<file path="config.mk">
export PLATFORM = sky130hd
export DESIGN_NAME = booth_seq_ctrl
export DESIGN_NICKNAME = d
export VERILOG_FILES = /design/src/rtl/booth_seq_ctrl.sv
export SDC_FILE = /design/constraint.sdc
export NUM_CORES = 1
export LEC_CHECK = 0
export CAP_MARGIN = 10
export CORE_MARGIN = 2
export CORE_UTILIZATION = 40
export DETAILED_ROUTE_END_ITERATION = 12
export GPL_ROUTABILITY_DRIVEN = 0
export PLACE_DENSITY = 0.73
export SYNTH_ARGS = -nofsm -noshare
export SYNTH_HDL_FRONTEND = slang
export SYNTH_SLANG_ARGS = --single-unit
</file>
<file path="constraint.sdc">
create_clock -name clk -period 1.4 [get_ports clk]
set_input_delay 0.28 -clock clk [delete_from_list [all_inputs] [get_ports clk]]
set_output_delay 0.28 -clock clk [all_outputs]
set_load 0.05 [all_outputs]
</file>
<file path="src/rtl/booth_seq_ctrl.sv">
// booth_seq_ctrl: sequencing controller for a radix-2 Booth multiplier datapath.
// Steps the A/Q/M registers through WIDTH Booth iterations. Each iteration has
// an ARITH cycle (add/sub decided from {q0,qm1}) and a SHIFT cycle.
// A start/busy/done handshake faces the system.
// Optional build macro: BOOTH_SEQ_SKIP_EN. When it is defined, a no-op iteration
// (q0 == qm1) shifts directly from ARITH and does not visit SHIFT.
// CNT_W must satisfy 2**CNT_W > WIDTH so that iter can hold WIDTH.
module booth_seq_ctrl #(
    parameter int WIDTH = 16,
    parameter int CNT_W = 5
) (
    input  logic             clk,
    input  logic             reset,
    input  logic             start,
    input  logic             q0,
    input  logic             qm1,
    output logic             ld_m,
    output logic             ld_q,
    output logic             clr_a,
    output logic             clr_qm1,
    output logic             add_en,
    output logic             sub_en,
    output logic             shift,
    output logic             busy,
    output logic             done,
    output logic [CNT_W-1:0] iter
);

    typedef enum logic [2:0] {
        IDLE  = 3'd0,
        LOAD  = 3'd1,
        ARITH = 3'd2,
        SHIFT = 3'd3,
        DONE  = 3'd4
    } state_t;

    localparam logic [CNT_W-1:0] ITER_INIT = CNT_W'(WIDTH);
    localparam logic [CNT_W-1:0] ITER_ONE  = CNT_W'(1);
    localparam logic [CNT_W-1:0] ITER_ZERO = '0;

    state_t state;
    logic   load_r;     // single flop behind all four LOAD strobes
    logic   shift_r;    // registered shift strobe for the SHIFT state
    logic   in_arith;
    logic   skip_now;   // ARITH no-op iteration that shifts in place

    assign in_arith = (state == ARITH);

`ifdef BOOTH_SEQ_SKIP_EN
    assign skip_now = in_arith && (q0 == qm1);
`else
    assign skip_now = 1'b0;
`endif

    assign ld_m    = load_r;
    assign ld_q    = load_r;
    assign clr_a   = load_r;
    assign clr_qm1 = load_r;
    assign shift   = shift_r | skip_now;

    // Booth decode of the current Q[0]/Q[-1] pair; only live in ARITH
    always_comb begin
        add_en = 1'b0;
        sub_en = 1'b0;
        if (in_arith) begin
            case ({q0, qm1})
                2'b10:   sub_en = 1'b1;
                2'b01:   add_en = 1'b1;
                default: begin
                    add_en = 1'b0;
                    sub_en = 1'b0;
                end
            endcase
        end
    end

    // Sequencer: state, iteration count and registered Moore strobes for the next state
    always_ff @(posedge clk or negedge reset) begin
        if (!reset) begin
            state   <= IDLE;
            iter    <= ITER_ZERO;
            load_r  <= 1'b0;
            shift_r <= 1'b0;
            busy    <= 1'b0;
            done    <= 1'b0;
        end else begin
            load_r  <= 1'b0;
            shift_r <= 1'b0;
            done    <= 1'b0;
            case (state)
                IDLE: begin
                    busy <= 1'b0;
                    if (start) begin
                        state  <= LOAD;
                        load_r <= 1'b1;
                        busy   <= 1'b1;
                    end
                end
                LOAD: begin
                    state <= ARITH;
                    iter  <= ITER_INIT;
                    busy  <= 1'b1;
                end
                ARITH: begin
                    busy <= 1'b1;
                    if (skip_now) begin
                        // No-op iteration: the shift happens this cycle, so count it here
                        if (iter != ITER_ZERO) begin
                            iter <= iter - ITER_ONE;
                        end
                        if (iter == ITER_ONE) begin
                            state <= DONE;
                            done  <= 1'b1;
                            busy  <= 1'b0;
                        end
                    end else begin
                        state   <= SHIFT;
                        shift_r <= 1'b1;
                    end
                end
                SHIFT: begin
                    if (iter != ITER_ZERO) begin
                        iter <= iter - ITER_ONE;
                    end
                    if (iter == ITER_ONE) begin
                        state <= DONE;
                        done  <= 1'b1;
                        busy  <= 1'b0;
                    end else begin
                        state <= ARITH;
                        busy  <= 1'b1;
                    end
                end
                DONE: begin
                    // start is deliberately not looked at here; a new request must arrive in IDLE
                    state <= IDLE;
                    busy  <= 1'b0;
                end
                default: begin
                    state <= IDLE;
                    busy  <= 1'b0;
                end
            endcase
        end
    end

endmodule

</file>
# After elaboration in Yosys (flattened, before gate mapping)
# Cells that the tools add are included.
# op_classes
addsub	1
n_eq_ne	8
mux	16
n_reduce_logical	5
# op_table
operator	n
3-bit case mux with 4 select lines	1
1-bit 2-to-1 mux	10
5-bit case mux with 2 select lines	1
3-bit by 2-bit equality test with 1-bit output, second input constant	2
3-bit 2-to-1 mux	2
5-bit by 1-bit equality test with 1-bit output, second input constant	1
5-bit 2-to-1 mux	1
5-bit nonzero test	1
5-bit by 1-bit subtractor with 5-bit output, second input constant	1
2-bit != test, second input constant	2
3-bit by 1-bit equality test with 1-bit output, second input constant	1
3-bit logical NOT	1
1-bit case mux with 3 select lines	1
2-bit by 1-bit equality test with 1-bit output, second input constant	1
2-bit equality test, second input constant	1
2-bit AND reduction	1
2-bit nonzero test	1
2-bit OR reduction	1
# totals
reg_bits	12
inputBits	5
output_inout_bits	14
word_cells	36

# Longest topological paths before layout
# depth
depth_word	3
depth_mapped	5
mapped_depth_nobuf	5

# Worst setup path after synthesis
# Ideal clock, no wire load.
# synth_timing
path_kind	register to output
start	register state[1]
end	output sub_en
arrival_ps	1923
slack_ps	-803
stages_incl_launch_ff	4
path_buffers	1
path_cell_list	dfrtp_1 > clkbuf_1 > nand2_1 > nor3b_1
# synth_between
elab_chain_cells	2
# synth_rtl
element	line_no	text
from (decl)	41	state_t state;
from (signal assigned)	80	state <= IDLE;
from (signal assigned)	94	state <= LOAD;
from (signal assigned)	100	state <= ARITH;
3-bit by 2-bit equality test with 1-bit output	47	assign in_arith = (state == ARITH);
1-bit 2-to-1 mux	65	if (in_arith) begin
to (decl)	22	output logic sub_en,
# Every way passes these cells.

# Final worst setup path
# layout_timing
start	register state[0]
end	output add_en
# layout_between
elab_chain_cells	2
# layout_rtl
element	line_no	text
3-bit by 2-bit equality test with 1-bit output	47	
1-bit 2-to-1 mux	65	
to (decl)	21	output logic add_en,
# Every way passes these cells.

==> results.toml <==
[logic_synthesis]
synth_top_area_share_pct = 48.00
yosysMostFrequentCell = "dfrtp_1"
ys_seq_elements = 12
synth-edff-count = 0
yosysSeqAreaShare_pct = 48.00
syn-num-nets = 71
netlist_instances = 63
yosys_warnings = 0
synthArstFlopShare_pct = 100.0
synth_ff_type = "dfrtp_1"
synth.avg_cell_area_sq_um = 9.930
netlist_top_cells_area = "dfrtp_1 (48%), ha_1 (6.0%), nor3_1 (5.6%), buf_4 (3.6%), inv_1 (3.6%)"
yosysTopAreaCell = "dfrtp_1"
post_synth_num_cell_types = 26
syn_area_sq_um = 625.6
synth_commonest_cells = "dfrtp_1 (12), nor3_1 (7), inv_1 (6)"

[route]
first_pass_iters = 4
drtIter0Drc = 15
avgViaCountPerCell = 5.404
detail-route-antenna-nets = 0
vias = 616
drc = 0
wl_per_cell_um = 16.39
wirelength_mm = 1.868

[clock_tree]
cts_tree = "built"
htreeDepth = 1
clk_path_buf_depth = 2
clkTransAtPathRegs_ps = 70
clk_latency_ps = 270
clock-sinks = 12
clockRootBuffer = "clkbuf_4"
postCtsHoldBufs = 0
cts-buffers-inserted = 3

[cells_and_area]
drive_gt1_share_pct = 54.08
area_growth_pct = 89.80
multi_input_area_sq_um = 347.8
antenna_cells = 0
fillCellCount = 82
fin_cells = 114
nets = 107
regArea_sq_um = 302.8
fin_area_sq_mm = 0.001187

[global_routing]
grt-ovfl-total = 0
grt_usage_pct = 19.39
grt_pass1_vias = 573
grt_pass1_wl_mm = 2.677
antenna_found_initial = 0
grt_start_max_net_pins = 13

[die]
initial_core_util_pct = 42.02
core-area_sq_mm = 0.001489
fp.dieW_um = 43.55
ioPinCount = 19
die_height_um = 43.55
std_cell_rows = 14
die_area_sq_mm = 0.001896

[timing]
setup_viol_count_final = 4
min_period_over_period_pct = 115.7
tightestPinTransition_ps = 361.0
min_period_ps = 1620
hold_violations = 0
maxSlewViolCount = 0
rsz0062_at_grt = "true"
skew_ps = 6.805
maxSlewHeadroom_pct = 75.95
finalWorstSetupSlack_ps = -220.4
fmax_mhz = 617.1

[worst_setup_path]
crit_fanout = 3
worst-r2r-setup-slack_ps = -90
worst_ep_required_time_ps = 1120
crit_buf_inv = 1
arrival_ps = 1340
critPathMaxStageDelay_ps = 390
crit_path_top_delay_cell = "dfrtp_1"
worst-setup-path-type = "flip-flop to output pin"
critical_path.top_delay_family = "simple AND/OR/NAND/NOR gates"
crit_path_end_kind = "output pin"
startpoint_type = "flip-flop"
path_cells = "nor2_2 -> nand2_2 -> nor3b_4 -> buf_12"

[placement]
dpl_cell_area_sq_mm = 0.001076
post-dp-hpwl_mm = 1.198
post-place-cells = 105
io_buffers = 18

[power]
power-per-cell-area_mw_per_mm2 = 2309
p_leak_nw = 0.5344
peakVddDrop_mv = 1.861

[worst_hold_path]
hold_path_class = "input pin to async pin"

[status]
status = "complete, but fails checks"
violations = "setup timing"

[job]
drv_cap = 0
## state kept, by name (all words and copies together) (netlist names)
signal	count
clr_a	1
busy	1
iter	5
state	3
done	1
shift	1
## routing by layer
metal / GRT usage (%) / share of wire (%) / up-vias
met4: 6.061 / 0.32 / 0
met2: 30.88 / 52 / 18
li1: - / - / 293
met5: 0 / 0 / -
met1: 24.27 / 44 / 303
met3: 7.500 / 4.0 / 2
## layout make-up
cell class,count,share of cell area [%]
clock buffer,4,3.056
multi-input combinational,40,29.29
sequential,12,25.50
tap,16,1.686
timing repair buffer,36,38.36
inverter,6,2.107
## power breakdown
group	total (mW)	internal [mW]	switching [mW]
sequential	0.581	0.462	0.119
combinational	1.89	0.931	0.956
clock	0.274	0.158	0.116
## path summary, 6_finish.rpt
kind	start	endpoint	depth (start not counted)
min in group clk	state[2]	state[1]	2
min	reset	iter[1]	1
max in group asynchronous	reset	iter[2]	2
max	state[0]	add_en	4
min reg2reg	state[2]	state[1]	2
max reg2reg	iter[0]	iter[0]	5
## cell families (layout without fill, tap and decap cells)
| group | after synthesis | after routing | synth area share [%] |
|---|---|---|---|
| flip-flops | 12 | 12 | 48.00 |
| AND/OR/NAND/NOR | 27 | 27 | 25.00 |
| buffers and inverters | 11 | 46 | 8.400 |
| adder cells (fa/ha/maj) | 3 | 3 | 6.001 |
| AO/OA/AOI/OAI | 10 | 10 | 12.60 |
## through the flow
stage	worst slack [ps]	TNS [ps]	hold slack, ps	utilization [%]	power [mW]
2_1_floorplan	-185.0	-609.5	-15.59	-	1.425
4_1_cts	-201.5	-453.1	231.8	76.72	2.599
3_5_place_dp	-104.9	-284.5	531.3	72.27	2.243
6_report	-220.4	-522.3	243.7	79.75	2.742
3_3_place_gp	-79.60	-193.3	533.5	72.27	2.200
5_1_grt	-299.3	-777.7	262.9	79.75	2.865
## cells in the final DEF, fill, tap and decap left out, types with 2 or more instances in the layout
cell type,count
buf_4,18
nand2_1,4
clkbuf_4,3
nand4_1,2
a31oi_1,2
clkdlybuf4s50_1,4
dfrtp_1,10
buf_12,14
nor3b_4,2
nor3_2,2
inv_1,4
nor3_1,5
dfrtp_2,2
ha_4,2
## what timing repair did
action / in CTS / in global routing
setup endpoints to repair: 5 / 9
resized for setup: 2 / 6
gates cloned: 0 / 0
pin swaps: 7 / 2
buffers inserted: 3 / 2
No activity file was read; power rests on OpenSTA's default activity.
